File: config.mk
export PLATFORM = sky130hd
export DESIGN_NAME = ws_systolic_feeder
export DESIGN_NICKNAME = d
export VERILOG_FILES = /design/src/rtl/ws_pkg.sv /design/src/rtl/ws_skew_lane.sv /design/src/rtl/ws_systolic_feeder.sv
export SDC_FILE = /design/constraint.sdc
export NUM_CORES = 1
export LEC_CHECK = 0
export BUFFER_PORTS_ARGS = -buffer_cell sky130_fd_sc_hd__buf_2
export CAP_MARGIN = 0
export CORE_UTILIZATION = 28
export CTS_CLUSTER_SIZE = 16
export DETAILED_ROUTE_END_ITERATION = 6
export SLEW_MARGIN = 30
export SYNTH_ARGS = -nofsm -noshare
export SYNTH_HDL_FRONTEND = slang
export SYNTH_SLANG_ARGS = --single-unit
File: constraint.sdc
create_clock -name clk -period 2.47 [get_ports clk]
set_input_delay 0.247 -clock clk [delete_from_list [all_inputs] [get_ports clk]]
set_output_delay 0.247 -clock clk [all_outputs]
set_load 0.01 [all_outputs]
File: src/rtl/ws_pkg.sv
// ---------------------------------------------------------------------------
// ws_pkg
// Shared types for the weight-stationary systolic feeder.
//   ws_state_e : sequencer phase (IDLE, PRELOAD, STREAM, DRAIN)
//   OP_PRELOAD : op_sel value while kernel words shift into the array
//   OP_CONV    : op_sel value while fmap vectors stream through the array
// ---------------------------------------------------------------------------
package ws_pkg;

  typedef enum logic [1:0] {
    IDLE    = 2'd0,
    PRELOAD = 2'd1,
    STREAM  = 2'd2,
    DRAIN   = 2'd3
  } ws_state_e;

  localparam logic OP_PRELOAD = 1'b0;
  localparam logic OP_CONV    = 1'b1;

endpackage

File: src/rtl/ws_skew_lane.sv
// ---------------------------------------------------------------------------
// ws_skew_lane
// DEPTH-stage shift register carrying one fmap word plus its valid bit.
// Lane c of the feeder uses DEPTH = c+1, which produces the diagonal skew.
// Ports:
//   clk, rst  : clock, asynchronous active-low reset (clears every stage)
//   in_data   : word entering stage 0 (zero when no vector is accepted)
//   in_vld    : valid entering stage 0
//   out_data  : word leaving the last stage
//   out_vld   : valid leaving the last stage
// ---------------------------------------------------------------------------
module ws_skew_lane #(
  parameter int DEPTH = 1,
  parameter int W     = 16
) (
  input  logic         clk,
  input  logic         rst,
  input  logic [W-1:0] in_data,
  input  logic         in_vld,
  output logic [W-1:0] out_data,
  output logic         out_vld
);

  logic [W-1:0]     data_p [DEPTH];
  logic [DEPTH-1:0] vld_p;

  always_ff @(posedge clk or negedge rst) begin
    if (!rst) begin
      for (int i = 0; i < DEPTH; i++) begin
        data_p[i] <= '0;
      end
      vld_p <= '0;
    end else begin
      data_p[0] <= in_data;
      vld_p[0]  <= in_vld;
      for (int i = 1; i < DEPTH; i++) begin
        data_p[i] <= data_p[i-1];
        vld_p[i]  <= vld_p[i-1];
      end
    end
  end

  assign out_data = data_p[DEPTH-1];
  assign out_vld  = vld_p[DEPTH-1];

endmodule

File: src/rtl/ws_systolic_feeder.sv
// ---------------------------------------------------------------------------
// ws_systolic_feeder
// Sequencer in front of the weight-stationary systolic array. A job preloads
// COLUMN kernel words (op_sel = 0), then streams num_vectors im2row vectors
// (op_sel = 1) through a diagonal skew (lane c delayed c extra cycles), then
// pushes COLUMN zero cycles to flush the skew and pulses done.
// Ports:
//   clk, rst            : clock, asynchronous active-low reset
//   start, num_vectors  : job launch pulse and vector count (sampled on accept)
//   k_valid/k_ready/k_data : kernel word handshake, array shift order
//   f_valid/f_ready/f_data : fmap vector handshake, lane c = [c*W +: W]
//   kernel_out, op_sel  : to array kernel_in / Op_sel
//   fmap_out, lane_valid: skewed lanes and their per-lane valid
//   busy, done          : job in flight / one-cycle completion pulse
// busy stays high through the done cycle so a start issued in that cycle
// continues straight into the next job without a busy gap.
// ---------------------------------------------------------------------------
module ws_systolic_feeder
  import ws_pkg::*;
#(
  parameter int IN_WORD_SIZE = 16,
  parameter int COLUMN       = 4,
  parameter int CNT_W        = 8
) (
  input  logic                           clk,
  input  logic                           rst,
  input  logic                           start,
  input  logic [CNT_W-1:0]               num_vectors,
  input  logic                           k_valid,
  output logic                           k_ready,
  input  logic [IN_WORD_SIZE-1:0]        k_data,
  input  logic                           f_valid,
  output logic                           f_ready,
  input  logic [COLUMN*IN_WORD_SIZE-1:0] f_data,
  output logic [IN_WORD_SIZE-1:0]        kernel_out,
  output logic                           op_sel,
  output logic [COLUMN*IN_WORD_SIZE-1:0] fmap_out,
  output logic [COLUMN-1:0]              lane_valid,
  output logic                           busy,
  output logic                           done
);

  localparam int KCNT_W = $clog2(COLUMN + 1);
  localparam logic [KCNT_W-1:0] K_FULL = KCNT_W'(COLUMN);
  localparam logic [KCNT_W-1:0] D_LAST = KCNT_W'(COLUMN - 1);

  ws_state_e         state_q, state_d;
  logic [KCNT_W-1:0] kcnt_q, dcnt_q;
  logic [CNT_W-1:0]  vcnt_q, num_q;
  logic [CNT_W:0]    vcnt_inc;
  logic              accept, k_fire, f_fire, last_vec, drain_end;

  logic [COLUMN-1:0][IN_WORD_SIZE-1:0] lane_in;

  assign accept    = start && (state_q == IDLE);
  assign k_fire    = k_valid && k_ready;
  assign f_fire    = f_valid && f_ready;
  // One bit wider than the count so num_vectors = 2^CNT_W-1 compares cleanly.
  assign vcnt_inc  = {1'b0, vcnt_q} + (CNT_W+1)'(1);
  assign last_vec  = f_fire && (vcnt_inc == {1'b0, num_q});
  assign drain_end = (state_q == DRAIN) && (dcnt_q == D_LAST);

  always_ff @(posedge clk or negedge rst) begin
    if (!rst) state_q <= IDLE;
    else      state_q <= state_d;
  end

  always_comb begin
    state_d = state_q;
    unique case (state_q)
      IDLE:    if (start) state_d = PRELOAD;
      // The extra cycle at kcnt == COLUMN lets kernel_out return to zero
      // before op_sel flips, so the array never sees a weight in convolve mode.
      PRELOAD: if (kcnt_q == K_FULL) state_d = (num_q == '0) ? DRAIN : STREAM;
      STREAM:  if (last_vec) state_d = DRAIN;
      DRAIN:   if (drain_end) state_d = IDLE;
      default: state_d = IDLE;
    endcase
  end

  always_comb begin
    k_ready = (state_q == PRELOAD) && (kcnt_q != K_FULL);
    f_ready = (state_q == STREAM);
    op_sel  = ((state_q == STREAM) || (state_q == DRAIN)) ? OP_CONV : OP_PRELOAD;
  end

  // ---- job counters, kernel register, busy/done ----
  always_ff @(posedge clk or negedge rst) begin
    if (!rst) begin
      kcnt_q     <= '0;
      vcnt_q     <= '0;
      dcnt_q     <= '0;
      num_q      <= '0;
      kernel_out <= '0;
      busy       <= 1'b0;
      done       <= 1'b0;
    end else begin
      kernel_out <= k_fire ? k_data : '0;
      done       <= drain_end;
      if (accept)    busy <= 1'b1;
      else if (done) busy <= 1'b0;
      if (accept) begin
        num_q  <= num_vectors;
        kcnt_q <= '0;
        vcnt_q <= '0;
        dcnt_q <= '0;
      end else begin
        if (k_fire) kcnt_q <= kcnt_q + KCNT_W'(1);
        if (f_fire) vcnt_q <= vcnt_inc[CNT_W-1:0];
        if (state_q == DRAIN) dcnt_q <= drain_end ? '0 : dcnt_q + KCNT_W'(1);
      end
    end
  end

  // ---- skew: lane c passes through c+1 register stages ----
  for (genvar c = 0; c < COLUMN; c++) begin : g_lane
    // Without a handshake a zero bubble enters so gaps stay aligned per lane.
    assign lane_in[c] = f_fire ? f_data[c*IN_WORD_SIZE +: IN_WORD_SIZE] : '0;

    ws_skew_lane #(
      .DEPTH (c + 1),
      .W     (IN_WORD_SIZE)
    ) u_lane (
      .clk      (clk),
      .rst      (rst),
      .in_data  (lane_in[c]),
      .in_vld   (f_fire),
      .out_data (fmap_out[c*IN_WORD_SIZE +: IN_WORD_SIZE]),
      .out_vld  (lane_valid[c])
    );
  end

endmodule

==> results of run 1 <==
-- metal layers --
| metal | vias up | part of all wire [%] | wire length [µm] |
|---|---|---|---|
| met5 | - | 0 | 0 |
| met4 | 0 | 3.1 | 437 |
| met3 | 29 | 5.3 | 747 |
| met2 | 130 | 48 | 6740 |
| met1 | 2035 | 44 | 6130 |
| li1 | 1979 | - | - |
-- cells by family (layout without fill, tap and decap cells) --
group	count (synthesis)	in the layout
mux	3	3
flops	206	206
compound gates	18	18
fa+ha+maj	9	9
buf+inv	80	326
simple gates	147	147
xor+xnor	20	20
-- layout by cell type, fill, tap and decap left out, drive strengths merged, types with 2 or more instances in the layout --
cell and instances:
inv 11, and2 2, a21oi 6, xor2 6, buf 188, nand4 2
or2 2, clkbuf 33, xnor2 14, dfrtp 206, mux2 2, and3 82
nor3 2, clkinv 6, o21ai 6, ha 9, nand2 32, nor3b 2
nor2 17, dlygate4sd3 87, nand3 3
-- worst max path at each step --
stage	slack, ps	depth (start not counted)	startpoint	end
3_3_place_gp	290	7	vcnt_q[0]$_DFFE_PN0P_	state_q[1]$_DFFE_PN0P_
6_report	220	7	vcnt_q[0]$_DFFE_PN0P_	state_q[1]$_DFFE_PN0P_
4_1_cts	80	5	state_q[0]$_DFFE_PN0P_	op_sel
3_5_place_dp	220	7	vcnt_q[0]$_DFFE_PN0P_	state_q[1]$_DFFE_PN0P_
2_1_floorplan	350	8	state_q[0]$_DFFE_PN0P_	state_q[1]$_DFFE_PN0P_
5_1_grt	60	7	vcnt_q[0]$_DFFE_PN0P_	state_q[1]$_DFFE_PN0P_
-- worst max-delay path, stage by stage, from the launching register on --
cell and delay [ps]:
dfrtp_1 430, ha_1 280, and3_1 230, o21ai_0 190, o22ai_1 120, o41ai_2 380, and2b_1 200, mux2_1 320
-- what timing repair did --
action                                 in CTS  in global routing
endpoints found under the hold margin     147                  0
setup endpoints to repair                   0                  1
hold buffers                               87                  0
gates resized for setup                     0                  1
-- power breakdown --
part	switching, W	internal, W
clock network	0.00130	0.00186
logic	0.000913	0.000745
registers	0.000246	0.00392
total	0.00246	0.00652
-- flip-flops by register name (all words and copies together), names as in the netlist --
name	count
g_lane.u_lane.data_p	96
g_lane.u_lane.out_data	64
kernel_out	16
num_q	8
vcnt_q	8
g_lane.u_lane.vld_p	4
dcnt_q	3
kcnt_q	3
state_q	2
busy	1
done	1
-- layout make-up --
class	count	area share, %
sequential	206	54.6
timing repair buffer	276	19.8
multi-input combinational	197	13.3
clock buffer	32	6.97
tap	324	4.29
clock inverter	8	0.609
inverter	10	0.397
-- cells in the mapped netlist --
library cell,n
dfrtp_1,206
and3_1,82
buf_4,52
nand2_1,32
clkbuf_1,18
nor2_1,17
xnor2_1,14
inv_1,10
ha_1,9
a21oi_1,6
xor2_1,6
o21ai_0,5
and2_1,2
nand3_1,2
nand4_1,2
nor3_1,2
a21boi_1,1
a2bb2oi_2,1
a311oi_2,1
a41oi_1,1
and2b_1,1
mux2_1,1
mux2_2,1
mux2i_1,1
nand3_2,1
nor3b_1,1
nor3b_2,1
nor4_1,1
o21ai_1,1
o22ai_1,1
o41ai_2,1
or2_1,1
or2_2,1
or3_2,1
-- per-stage QoR --
| stage | instance area (µm²) | hold slack (ps) | worst slack [ps] |
|---|---|---|---|
| finish | 9450 | 14.5 | 215 |
| global route | 9450 | 1.93 | 63.0 |
| global placement | 7860 | 272 | 286 |
| floorplan | 6910 | -48.6 | 350 |
| CTS | 9440 | 3.04 | 78.9 |
| detailed placement | 7860 | 274 | 224 |
==> summary.txt, run 1 <==
Longest Clk Path Bufs: 3
P&R area growth vs syn: 36.8%
Initial antenna violation count: 0
Largest family of logic cells by synthesized area: simple AND/OR/NAND/NOR gates
Critical Path Fanout Max: 4
Antenna diode count: 0
# fillers: 2282
Area leader, netlist: dfrtp_1
Gpl congestion: 0.767
Hold path startpoint: f_data[35]
Remaining antenna violation count after routing: 0
Core ar.: 24200 µm²
Layout cells sized above 1: 32.2%
Die W: 159 µm
Run status: finished clean
Root Buffer: clkbuf_16
Final Routed Wirelength: 14.1 mm
Reg2reg path depth: 7
Rel. slew slack: 63.6%
Crit path time final: 2250 ps
Post-synthesis mux area share: 0.471%
Final nets: 815
Starting Density: 28.5%
Total gr overflow: 0
H-Tree Depth: 1
Final TNS setup: 0 ps
Die Y-Extent: 159 µm
Multi-input logic area: 1260 µm²
DRT Pass-1 Iters: 4
Final hold violations: 0
Yosys cell types: 34
DP Cell Count: 926
Cell Area, Synth: 6910 µm²
Clock Skew: 9.70 ps
Synth Area in Compound Gates: 1.87%
CTS tree: done
Fmax: 0.443 GHz
Sequential cell area fraction in the yosys report: 74.7%
Number of top-level pins: 182
WL/cell: 13.4 µm
Critical Path End Type: register
Worst R2R Setup Slack: 220 ps
Critical path class: reg -> reg
Post-Layout Cell Count: 1053
Worst-margin pin slew: 546 ps
Storage cell area: 5150 µm²
Flops & latches, synth: 206
Die area: 25300 µm²
Warning count from the yosys run: 0
Worst R2R End: state_q[1]$_DFFE_PN0P_
Mapped Avg Cell Area: 14.3 µm²
Met3 GRT Util: 2.42%
CTS buffer count: 22
Worst vdd ir: 595 µV
RSZ-0062 raised after global routing: false
Pwr Density: 950 nW/µm²
Crit path DAT: 2630 ps
Standard-cell rows: 57
Reg clk slew, reported paths: 60 ps
Post-DP HPWL: 8.66 mm
Data required time at the worst endpoint: 2850 ps
Most Used Layer, Global Route: met2
Post-synth top area share: 74.7%
Synth Area in Simple Gates: 11.7%
Clock sink count: 206
Routing usage on met1: 14.5%
Vias/cell: 3.96
XOR/XNOR share of the synthesized area: 2.54%
Core Util, Final: 39.0%
Largest net degree at the start of global routing: 78
Hold endpoint: g_lane[2].u_lane.data_p[35]$_DFF_PN0_
Vias post-DR: 4173
Grt met2 use: 19.1%
Mapped Nets: 585
Hold crit path type: in -> reg
Post-Synthesis Cells: 483
Leak: 5.24 nW
Initial DRC count: 165
Total track usage: 11.4%
Clk Latency, worst-skew pair: 500 ps
Port bufs: 181
Final setup violation count: 0
WHS Path Cells: 2
Adder and majority gate portion of the synthesized area: 1.63%
Final worst path period share: 91.3%
Total Power: 0.00898 W
# Max-Cap Violations: 0
Vias in the first global route: 4578
Post-CTS Setup Bufs: 0
Max Transition Viols Final: 0
Global-route wire length before repair: 23.3 mm
DRC viols: 0
Synth area leaders: dfrtp_1 (75%), and3_1 (7.4%), buf_4 (5.7%)
R2R Path Start: vcnt_q[0]$_DFFE_PN0P_
Startpoint Class: register
(Power assumes the default switching activity.)
==> run 2: changes to the inputs <==
Settings changed: CORE_MARGIN set to 8, SLEW_MARGIN 30 to 40.
Clock period 2.47 ns to 1.9 ns, I/O delays scaled along.
==> summary.txt, run 2 (synthesis gave the netlist of run 1 again) <==
DRT Pass-1 Iters: 4
Hold path startpoint: k_valid
Standard-cell rows: 57
Fmax: 0.481 GHz
RSZ-0062 raised after global routing: true
Commonest non-fill, non-tap cells in the layout: dfrtp_1 (205), buf_2 (178), dlygate4sd3_1 (89)
Number of top-level pins: 182
Vias/cell: 4.03
Setup slack after layout: -179 ps
Post-DP HPWL: 11.0 mm
Pwr Density: 1300 nW/µm²
DRC viols: 0
Vias in the first global route: 5075
H-Tree Depth: 1
Layout cells sized above 1: 37.0%
Rel. slew slack: 63.9%
Total gr overflow: 0
P&R area growth vs syn: 44.1%
Final TNS setup: -280 ps
Hold endpoint: kernel_out[3]$_DFF_PN0_
Max reg flops: 96
Initial DRC count: 153
Worst R2R Setup Slack: -180 ps
Final hold violations: 0
CP max-delay cell: dfrtp_2
Die area: 29900 µm²
Register bank with the most flops: g_lane.u_lane.data_p
Total track usage: 11.1%
Vias post-DR: 4379
CTS buffer count: 23
Starting Density: 28.5%
Worst R2R End: state_q[1]$_DFFE_PN0P_
Clock Skew: 5.31 ps
Gpl congestion: 0.762
Global-route wire length before repair: 27.4 mm
Critical path class: reg -> reg
Crit path DAT: 2470 ps
Root Buffer: clkbuf_16
WL/cell: 15.8 µm
Worst-margin pin slew: 541 ps
Worst vdd ir: 629 µV
Final worst path period share: 109%
Longest Clk Path Bufs: 3
Initial antenna violation count: 2
R2R Path Start: vcnt_q[0]$_DFFE_PN0P_
CP max stage delay: 430 ps
Reg clk slew, reported paths: 60 ps
Critical Path End Type: register
Commonest non-fill, non-tap cell in the layout: dfrtp_1
Die Y-Extent: 173 µm
Final hold slack: 75.9 ps
Final Routed Wirelength: 17.2 mm
# Max-Cap Violations: 0
Data required time at the worst endpoint: 2290 ps
CTS tree: done
Startpoint Class: register
Remaining antenna violation count after routing: 0
Final setup violation count: 2
WHS Path Cells: 2
Clk Latency, worst-skew pair: 500 ps
Leak: 5.46 nW
Reg2reg path depth: 7
Die W: 173 µm
CP cell instances: ha_4, and3_4, o21ai_1, o22ai_2, o41ai_2, and2b_2, mux2_4
Max Transition Viols Final: 0
Clock sink count: 206
Largest net degree at the start of global routing: 68
Critical Path Fanout Max: 4
Crit path time final: 2080 ps
Run status: complete, but fails checks
Core ar.: 24200 µm²
Hold crit path type: in -> reg
Port bufs: 181
Failing checks: setup timing
Final nets: 845
==> run 2: cell count changes in the layout (fill, tap and decap cells not counted), moves of 3 or more <==
| cell | change |
|---|---|
| ha_4 | +4 |
| inv_6 | +3 |
| clkbuf_16 | +3 |
| buf_6 | +5 |
| buf_12 | +3 |
| clkbuf_8 | -5 |
| ha_1 | -3 |
| buf_4 | +18 |
==> run 2: stage by stage <==
| step | total power, W | utilization (%) | std cells | instance area (µm²) | worst slack (ps) |
|---|---|---|---|---|---|
| final | 0.0129 | 41.0 | 1086 | 9950 | -179 |
| after global routing | 0.0137 | 41.0 | 1086 | 9950 | -222 |
| after detailed placement | 0.00782 | 33.1 | 941 | 8030 | -160 |
| after CTS | 0.0127 | 40.3 | 1075 | 9770 | -152 |
| after global placement | 0.00777 | 33.1 | 941 | 8030 | -143 |
| after floorplan | 0.00695 | - | 483 | 6950 | -53.6 |
==> run 2: power breakdown <==
group          total [W]  leakage [nW]  internal, W  switching, W
combinational    0.00309          2.27      0.00159       0.00150
sequential       0.00541          2.81      0.00509      0.000318
clock            0.00439         0.376      0.00260       0.00179
==> run 2: per-layer routing <==
layer | wire, µm | global-route usage [%] | part of all wire (%) | vias up
li1 | - | - | - | 2048
met2 | 8760 | 19.5 | 51 | 133
met5 | 0 | 0 | 0 | -
met3 | 1140 | 3.20 | 6.6 | 36
met1 | 6820 | 12.6 | 40 | 2162
met4 | 480 | 4.31 | 2.8 | 0
==> run 2: worst max-delay path by stage <==
stage	from	endpoint	depth (start not counted)
2_1_floorplan	state_q[0]$_DFFE_PN0P_	state_q[1]$_DFFE_PN0P_	8
3_3_place_gp	vcnt_q[0]$_DFFE_PN0P_	state_q[1]$_DFFE_PN0P_	7
3_5_place_dp	vcnt_q[0]$_DFFE_PN0P_	state_q[1]$_DFFE_PN0P_	7
4_1_cts	vcnt_q[1]$_DFFE_PN0P_	state_q[1]$_DFFE_PN0P_	7
5_1_grt	vcnt_q[0]$_DFFE_PN0P_	state_q[1]$_DFFE_PN0P_	7
6_report	vcnt_q[0]$_DFFE_PN0P_	state_q[1]$_DFFE_PN0P_	7
==> run 2: what timing repair did <==
action,4_1_cts,5_1_grt
resized for setup,16,14
pin swaps,1,10
setup buffers,3,9
gates cloned,0,2
hold buffers,89,0
endpoints found under the setup margin,5,5
endpoints found under the hold margin,149,0
==> run 2: area by class of cell <==
| cell class | instances | area (µm²) |
|---|---|---|
| fill | 2247 | 14300 |
| sequential | 206 | 5160 |
| timing repair buffer | 305 | 2210 |
| multi-input combinational | 197 | 1370 |
| clock buffer | 27 | 611 |
| tap | 324 | 405 |
| clock inverter | 15 | 151 |
| inverter | 10 | 42.5 |
| antenna | 2 | 5.00 |
==> run 2: critical path: cells and delay by family (launching register included) <==
kind,cells,cell delay [ps]
AO/OA/AOI/OAI,3,640
adder cells (fa/ha/maj),1,180
flip-flops,1,430
multiplexers,1,290
AND/OR/NAND/NOR,2,420
